--- src/rtl/mux8_scan_ctrl_if.sv ---
// Scanner-side bundle: command inputs, mux feedback and scan results.
// The master side commands scans and models the mux. The slave side is the scanner.
interface mux8_scan_ctrl_if;
    logic       start;
    logic [7:0] mask;
    logic       abort;
    logic       mux_y;
    logic [2:0] sel;
    logic       sel_valid;
    logic       busy;
    logic       done;
    logic [7:0] frame;

    modport master (
        output start, mask, abort, mux_y,
        input  sel, sel_valid, busy, done, frame
    );

    modport slave (
        input  start, mask, abort, mux_y,
        output sel, sel_valid, busy, done, frame
    );
endinterface

--- src/rtl/mux8_scan_ctrl.sv ---
// Walks the enabled channels of an 8-to-1 mux in ascending order.
// Each channel is held for DWELL cycles, then sampled into frame.
module mux8_scan_ctrl #(
    parameter int DWELL = 1
) (
    input  logic               clk,
    input  logic               rst,
    mux8_scan_ctrl_if.slave    bus
);
    typedef enum logic [1:0] {IDLE, SCAN, DONE} state_t;

    localparam logic [3:0] LAST = 4'(DWELL - 1);

    state_t     state;
    logic [7:0] pending;
    logic [3:0] cnt;
    logic [7:0] remain;

    // Channels still to visit once the current one has been sampled.
    always_comb begin
        remain = pending & ~(8'h01 << bus.sel);
    end

    function automatic logic [2:0] lowest(input logic [7:0] m);
        logic [2:0] idx;
        idx = 3'd0;
        for (int i = 7; i >= 0; i--) begin
            if (m[i]) idx = 3'(i);
        end
        return idx;
    endfunction

    always_ff @(posedge clk or posedge rst) begin
        if (rst) begin
            state         <= IDLE;
            pending       <= 8'h00;
            cnt           <= 4'd0;
            bus.sel       <= 3'd0;
            bus.sel_valid <= 1'b0;
            bus.busy      <= 1'b0;
            bus.done      <= 1'b0;
            bus.frame     <= 8'h00;
        end else begin
            case (state)
                IDLE: begin
                    bus.done <= 1'b0;
                    if (bus.start) begin
                        bus.frame <= 8'h00;
                        bus.busy  <= 1'b1;
                        if (bus.mask != 8'h00) begin
                            pending       <= bus.mask;
                            bus.sel       <= lowest(bus.mask);
                            cnt           <= 4'd0;
                            bus.sel_valid <= 1'b1;
                            state         <= SCAN;
                        end else begin
                            bus.done <= 1'b1;
                            state    <= DONE;
                        end
                    end
                end
                SCAN: begin
                    // Abort wins over a coincident sample edge: nothing is captured.
                    if (bus.abort) begin
                        pending       <= 8'h00;
                        cnt           <= 4'd0;
                        bus.sel_valid <= 1'b0;
                        bus.busy      <= 1'b0;
                        state         <= IDLE;
                    end else if (cnt == LAST) begin
                        bus.frame[bus.sel] <= bus.mux_y;
                        pending            <= remain;
                        cnt                <= 4'd0;
                        if (remain != 8'h00) begin
                            bus.sel <= lowest(remain);
                        end else begin
                            bus.sel_valid <= 1'b0;
                            bus.done      <= 1'b1;
                            state         <= DONE;
                        end
                    end else begin
                        cnt <= cnt + 4'd1;
                    end
                end
                DONE: begin
                    pending  <= 8'h00;
                    bus.done <= 1'b0;
                    bus.busy <= 1'b0;
                    state    <= IDLE;
                end
                default: begin
                    state <= IDLE;
                end
            endcase
        end
    end
endmodule

--- src/flat_wrapper.sv ---
// flat-port wrapper written by rule: the top's interface ports become plain ports
module mux8_scan_ctrl_flat 
#(
    parameter int DWELL = 1
)
  (clk, rst, bus_start, bus_mask, bus_abort, bus_mux_y, bus_sel, bus_sel_valid, bus_busy, bus_done, bus_frame);
  mux8_scan_ctrl_if bus_i ();
  input  logic clk;
  input  logic rst;
  input wire logic [$bits(bus_i.start)-1:0] bus_start;
  input wire logic [$bits(bus_i.mask)-1:0] bus_mask;
  input wire logic [$bits(bus_i.abort)-1:0] bus_abort;
  input wire logic [$bits(bus_i.mux_y)-1:0] bus_mux_y;
  output wire logic [$bits(bus_i.sel)-1:0] bus_sel;
  output wire logic [$bits(bus_i.sel_valid)-1:0] bus_sel_valid;
  output wire logic [$bits(bus_i.busy)-1:0] bus_busy;
  output wire logic [$bits(bus_i.done)-1:0] bus_done;
  output wire logic [$bits(bus_i.frame)-1:0] bus_frame;
  assign bus_i.start = bus_start;
  assign bus_i.mask = bus_mask;
  assign bus_i.abort = bus_abort;
  assign bus_i.mux_y = bus_mux_y;
  assign bus_sel = bus_i.sel;
  assign bus_sel_valid = bus_i.sel_valid;
  assign bus_busy = bus_i.busy;
  assign bus_done = bus_i.done;
  assign bus_frame = bus_i.frame;
  mux8_scan_ctrl #(.DWELL(DWELL)) u_core (.clk(clk), .rst(rst), .bus(bus_i));
endmodule
--- config.mk ---
export PLATFORM = sky130hd
export DESIGN_NAME = mux8_scan_ctrl_flat
export DESIGN_NICKNAME = d
export VERILOG_FILES = /design/src/rtl/mux8_scan_ctrl_if.sv /design/src/rtl/mux8_scan_ctrl.sv /design/src/flat_wrapper.sv
export SDC_FILE = /design/constraint.sdc
export NUM_CORES = 1
export LEC_CHECK = 0
export ABC_CLOCK_PERIOD_IN_PS = 5440
export CELL_PAD_IN_SITES_DETAIL_PLACEMENT = 2
export CELL_PAD_IN_SITES_GLOBAL_PLACEMENT = 2
export CORE_MARGIN = 2
export CORE_UTILIZATION = 35
export DETAILED_ROUTE_END_ITERATION = 8
export GPL_ROUTABILITY_DRIVEN = 0
export PLACE_DENSITY = 0.87
export SLEW_MARGIN = 10
export SYNTH_ARGS = -nofsm -noshare
export SYNTH_HDL_FRONTEND = slang
export SYNTH_SLANG_ARGS = --single-unit
--- constraint.sdc ---
create_clock -name clk -period 5.44 [get_ports clk]
set_input_delay 0.816 -clock clk [delete_from_list [all_inputs] [get_ports clk]]
set_output_delay 0.816 -clock clk [all_outputs]
set_load 0.005 [all_outputs]
==> results of run 1 <==
## Yosys cell counts, drive strengths merged (2+ instances only)
| master | instances | area (um^2) |
|---|---|---|
| mux2i | 6 | 60.1 |
| a31oi | 5 | 31.3 |
| a21oi | 10 | 50.1 |
| o32a | 2 | 20.0 |
| a211oi | 3 | 27.5 |
| or4 | 3 | 26.3 |
| nor2b | 5 | 31.3 |
| o211ai | 2 | 15.0 |
| o311ai | 2 | 17.5 |
| nand2 | 16 | 60.1 |
| ha | 6 | 75.1 |
| buf | 3 | 23.8 |
| nor2 | 29 | 109 |
| nor3b | 2 | 15.0 |
| and3b | 2 | 17.5 |
| a21o | 2 | 15.0 |
| inv | 12 | 45.0 |
| dfrtp | 28 | 701 |
| nand2b | 10 | 62.6 |
| o21ai | 21 | 105 |
| o22a | 3 | 35.0 |
| mux2 | 6 | 71.3 |
| nand3 | 2 | 10.0 |
| nor3 | 8 | 40.0 |
| and2 | 2 | 12.5 |
| a22o | 9 | 78.8 |
| clkbuf | 6 | 22.5 |
## per-layer routing
metal,routed length [um],track usage (%),up-vias
met3,107,1.42,4
met4,50,4.73,0
met1,2830,29.1,892
met2,2930,35.7,25
met5,0,0,-
li1,-,-,811
## area by class of cell
type,instances,area (um^2),area share [%]
inverter,12,45.0,2.04
tap,70,87.6,3.96
multi-input combinational,165,1050,47.7
sequential,28,701,31.7
timing repair buffer,27,268,12.1
clock buffer,4,55.1,2.49
## report_power, final
group          internal [mW]  switching (mW)
clock network         0.0650          0.0713
registers              0.282           0.132
logic                  0.314           0.335
## path summary, 6_finish.rpt
check / start / endpoint / slack, ns
hold / removal: u_core.cnt[3] / u_core.cnt[3] / 0.52
hold reg to reg: u_core.cnt[3] / u_core.cnt[3] / 0.52
max in group asynchronous: rst / u_core.bus.sel[2] / 4.24
setup reg to reg: u_core.cnt[0] / u_core.pending[0] / 2.54
min in group asynchronous: rst / u_core.bus.frame[0] / 0.92
setup / recovery: u_core.cnt[0] / u_core.pending[0] / 2.54
## through the flow
stage                     instances  total power [mW]  hold slack (ns)  area (um^2)  utilization (%)
final                           306              1.20            0.520         2210             43.3
after detailed placement        302              1.06            0.508         2160             42.2
after floorplan                 214             0.820            0.446         1850                -
after global placement          302              1.03            0.477         2160             42.2
after global routing            306              1.29            0.542         2210             43.3
after CTS                       306              1.20            0.521         2210             43.3
## state kept, by name (all words and copies together), names as in the netlist
| register | cells |
|---|---|
| u_core.cnt | 4 |
| u_core.bus.frame | 8 |
| u_core.pending | 8 |
| u_core.bus.sel_valid | 1 |
| u_core.state | 2 |
| u_core.bus.done | 1 |
| u_core.bus.sel | 3 |
| u_core.bus.busy | 1 |
## cells by family (layout without fill, tap and decap cells)
family	count (synthesis)	after routing	share of synthesized area [%]
compound gates	66	66	24.5
fa+ha+maj	6	6	4.06
buf+inv	21	43	4.95
flops	28	28	37.9
mux	12	12	7.11
simple gates	81	81	21.5
==> summary.txt, run 1 <==
Place
  – PortBufs: 26
  – HPWL after DPL: 4.38 mm
  – Pre-CTS setup slack: ~2.4 ns

Detailed routing
  – Starting DRT DRC Count: 84
  – DR vias/cell: 5.66
  – Routed wire length per instance: 19.3 um
  – Detailed Route WL: 5.92 mm
  – DR vias: 1,732
  – Detail Route Antenna Nets: 0
  – Detailed Routing Iterations Pass 1: 4
  – Remaining DRCs: 0

STA
  – RSZ-0062 raised after global routing: no
  – Slew @ Worst Pin: 0.776 ns
  – Final Worst Setup Slack: 2.54 ns
  – Fin crit share: 53.2%
  – Endpoints failing hold: 0
  – Setup TNS: 0 ns
  – # setup viols final: 0
  – Relative slew slack: about half
  – Fmax: 0.345 GHz
  – Final slew viol count: 0
  – Worst Skew: 0.00798 ns
  – Min Tclk post-route: 2.90 ns

Floorplan
  – Die Area: between 5000 and 6000 um^2
  – Die width: 76.6 um
  – Core ar.: 5110 um^2
  – Die Span Y: around 77 um
  – Initial core utilization: 36.2%
  – # IOs: 27
  – # rows: 26

Setup path
  – Worst Path Max Fanout: 9
  – Worst setup SP type: register
  – Critical path data arrival time: 3.12 ns
  – Crit path depth: 7
  – Crit path max-delay family: simple AND/OR/NAND/NOR gates
  – Critical Path End Type: register
  – Slowest stage delay, CP: between 0.6 and 0.7 ns
  – Critical Path Slowest Stage Cell: nor3b_1
  – Crit Path Category: reg2reg
  – CP Cell Sequence: inv_1, ha_1, nor3b_1, nor2_1, a211oi_2, nor2b_1, a22o_1
  – Crit path buffers/inverters: 1
  – Worst reg-to-reg path cell count: 7
  – Worst EP required: 5.67 ns

Cells and area
  – Layout cells sized above 1: 6.36%
  – Most frequent cells in the layout: 29 x nor2_1, 28 x dfrtp_1, 26 x clkdlybuf4s50_1
  – P&R area growth vs syn: 19.7%
  – Commonest non-fill, non-tap cell in the layout: nor2_1
  – Ant diodes: 0
  – Number of fill cells: roughly 590
  – # nets final: 256

Clock tree
  – Resized Gates After CTS: 0
  – Total clock sinks: 28
  – CTS tree: yes
  – Max Root-Sink Buffers: 2
  – Reg clk slew, reported paths: 0.11 ns
  – Num CTS Buffers: 3
  – Clk Latency, worst-skew pair: 0.28 ns
  – H-tree depth: 1
  – Root Buffer: clkbuf_8
  – Postcts setup bufs: 0
  – Cts hold-fix bufs: 0

Synth
  – Synth cell types: 43
  – Register area share after synthesis: 37.9%
  – Post-Syn Area: 1850 um^2
  – #FFs+latches synth: 28
  – Post-synth EDFFs: 0
  – Net Count, Synth: 233
  – Ys async rst share: 100%
  – Synthesized area per cell: around 8.6 um^2
  – Most used DFF post-synth: dfrtp_1
  – Mapped Cells: around 210
  – Syn. warnings: 0

Job
  – Max Cap Viol: 0

Global routing
  – GRT Util Overall: 20.9%
  – Initial antenna violation count: 0
  – First-pass GRT wire length: 9.78 mm
  – Largest net degree at the start of global routing: 29
  – Vias in the first global route: around 1.8k
  – Gr ovfl total: 0

Hold path
  – Hold Crit Class: reg2reg
  – Hold path depth: 1

Power
  – Peak supply drop: 0.169 mV
  – Power density cells: between 500 and 600 nW/um^2
  – Static Leak: ~0.91 nW

Run status
  – Status: finished, final reports clean
(Power assumes the default switching activity.)
==> run 2: changes to the inputs <==
- ABC_CLOCK_PERIOD_IN_PS: 5440 -> 2700
- CORE_UTILIZATION: 35 -> 32
- PLACE_DENSITY: 0.87 -> 0.81
- clock period: 5.44 -> 2.7 ns (I/O delays scaled with it)
==> summary.txt, run 2 (synthesis gave the netlist of run 1 again) <==
Run status
  – Status: finished, final reports clean

Detailed routing
  – Starting DRT DRC Count: 48
  – DR vias: 1,736
  – Detailed Route WL: slightly below 6 mm
  – Detail Route Antenna Nets: 0
  – Routed wire length per instance: 18.3 um
  – Remaining DRCs: 0
  – DR vias/cell: 5.48
  – Detailed Routing Iterations Pass 1: 4

Floorplan
  – # IOs: 27
  – Core ar.: 5540 um^2
  – # rows: 27
  – Initial core utilization: 33.3%
  – Die Span Y: roughly 80 um
  – Die Area: between 6000 and 7000 um^2
  – Die width: 80.0 um

Power
  – Switch share: 42.5%
  – Pint: 1.45 mW
  – Static Leak: 0.959 nW
  – Clock power share: between 10% and 20%
  – Power density cells: 1100 nW/um^2
  – Peak supply drop: slightly above 0.4 mV
  – Sequential group share of total power: between 30% and 40%
  – Switch Pwr: 1.07 mW
  – Logic pwr share: 55.3%
  – Power Total: 2.53 mW

STA
  – # setup viols final: 0
  – Fmax: 0.417 GHz
  – Endpoints failing hold: 0
  – Worst Skew: 0.0106 ns
  – Slew @ Worst Pin: between 0.5 and 0.6 ns
  – Fin Hold WS: 0.495 ns
  – Final slew viol count: 0
  – Fin crit share: 88.9%
  – Min Tclk post-route: approximately 2.4 ns
  – Setup TNS: 0 ns
  – RSZ-0062 raised after global routing: no
  – Relative slew slack: 64.0%

Hold path
  – Hold Crit Class: in2async

Setup path
  – Setup crit start: u_core.cnt[0]
  – Critical path data arrival time: about 2.6 ns
  – Reg2reg end: u_core.pending[5]
  – CP Cell Sequence: inv_1, ha_1, nor3b_1, nor2_1, a211oi_2, nor2b_1, a22o_1
  – Critical Path Slowest Stage Cell: nor2b_1
  – FF-to-FF Start: u_core.cnt[0]
  – Crit Path Category: reg2reg
  – Worst Path Max Fanout: 9
  – Worst reg-to-reg path cell count: 7
  – Worst setup SP type: register
  – R2R Setup Slk: about 0.3 ns
  – Critical Path End: u_core.pending[5]
  – Worst EP required: 2.94 ns
  – Slowest stage delay, CP: 0.52 ns
  – Critical Path End Type: register

Clock tree
  – Postcts setup bufs: 0
  – Resized Gates After CTS: 0
  – CTS tree: yes
  – Max Root-Sink Buffers: 2
  – Cts hold-fix bufs: 0
  – Reg clk slew, reported paths: roughly 0.11 ns
  – Num CTS Buffers: 3
  – H-tree depth: 1
  – Total clock sinks: 28
  – Clk Latency, worst-skew pair: 0.29 ns
  – Root Buffer: clkbuf_8

Global routing
  – Vias in the first global route: 1,847
  – GRT Util Overall: about 20%
  – Largest net degree at the start of global routing: 29
  – First-pass GRT wire length: 9.81 mm
  – Gr ovfl total: 0
  – Initial antenna violation count: 0

Cells and area
  – Commonest non-fill, non-tap cell in the layout: nor2_1
  – Area occupied by multi-input gates: 1050 um^2
  – Ant diodes: 0
  – Largest regs: u_core.bus.frame x8, u_core.pending x8, u_core.cnt x4
  – Most frequent cells in the layout: 29 x nor2_1, 28 x dfrtp_1, 26 x clkdlybuf4s50_1
  – Layout cells sized above 1: 9.80%
  – Reg area: 701 um^2
  – P&R area growth vs syn: 24.4%
  – Post-Route Utilization: 41.5%
  – Number of fill cells: 633
  – # nets final: 265

Place
  – HPWL after DPL: 4.43 mm
  – PortBufs: 26

Job
  – Max Cap Viol: 0
run 2: cell types whose count changed in the layout (fill, tap and decap cells not counted):
cell / change
buf_4: +9
bufinv_16: +1
clkbuf_8: -1
run 2: final cells by class:
cell class | instances | share of cell area (%)
Sequential cell | 28 | 30.5
Multi-Input combinational cell | 165 | 45.9
Inverter | 12 | 1.96
Clock buffer | 3 | 1.80
Clock inverter | 1 | 1.31
Tap cell | 72 | 3.92
Timing Repair Buffer | 36 | 14.6
run 2: power groups by stage:
stage,sequential (mW),clock (mW),combinational [mW]
finish,0.780,0.350,1.40
global route,0.813,0.376,1.55
CTS,0.784,0.359,1.41
detailed placement,0.792,0,1.39
global placement,0.779,0,1.35
floorplan,0.697,0,0.956
run 2: worst max-delay path: cells and delay by family, from the launching register on:
kind	cells	cell delay, ns
flops	1	0.44
buf+inv	1	0.08
simple gates	3	0.98
fa+ha+maj	1	0.15
compound gates	2	0.70
run 2: per-layer routing:
metal	global-route usage, %	part of all wire [%]	up-vias
li1	-	-	833
met1	27.6	50	875
met2	32.4	47	23
met3	1.58	1.8	5
met4	5.42	1.2	0
met5	0	0	-
run 2: stage by stage:
step | cell area, um^2 | std cells | setup slack, ns
4_1_cts | 2300 | 317 | 0.298
3_3_place_gp | 2230 | 313 | 0.202
3_5_place_dp | 2230 | 313 | 0.103
2_1_floorplan | 1850 | 214 | 0.638
5_1_grt | 2300 | 317 | 0.0802
6_report | 2300 | 317 | 0.300
run 2: worst min-delay path by stage:
stage | end | depth (start not counted) | slack, ns
floorplan | u_core.cnt[3] | 1 | 0.45
global placement | u_core.cnt[3] | 1 | 0.48
CTS | u_core.bus.frame[2] | 3 | 0.50
detailed placement | u_core.cnt[3] | 1 | 0.49
finish | u_core.bus.frame[7] | 3 | 0.49
global route | u_core.cnt[3] | 1 | 0.52
==> run 3: changes to the inputs <==
- CTS_CLUSTER_SIZE: not set -> 16
==> results of run 3 <==
No change in the layout: final DEF, timing and power equal those of run 2.
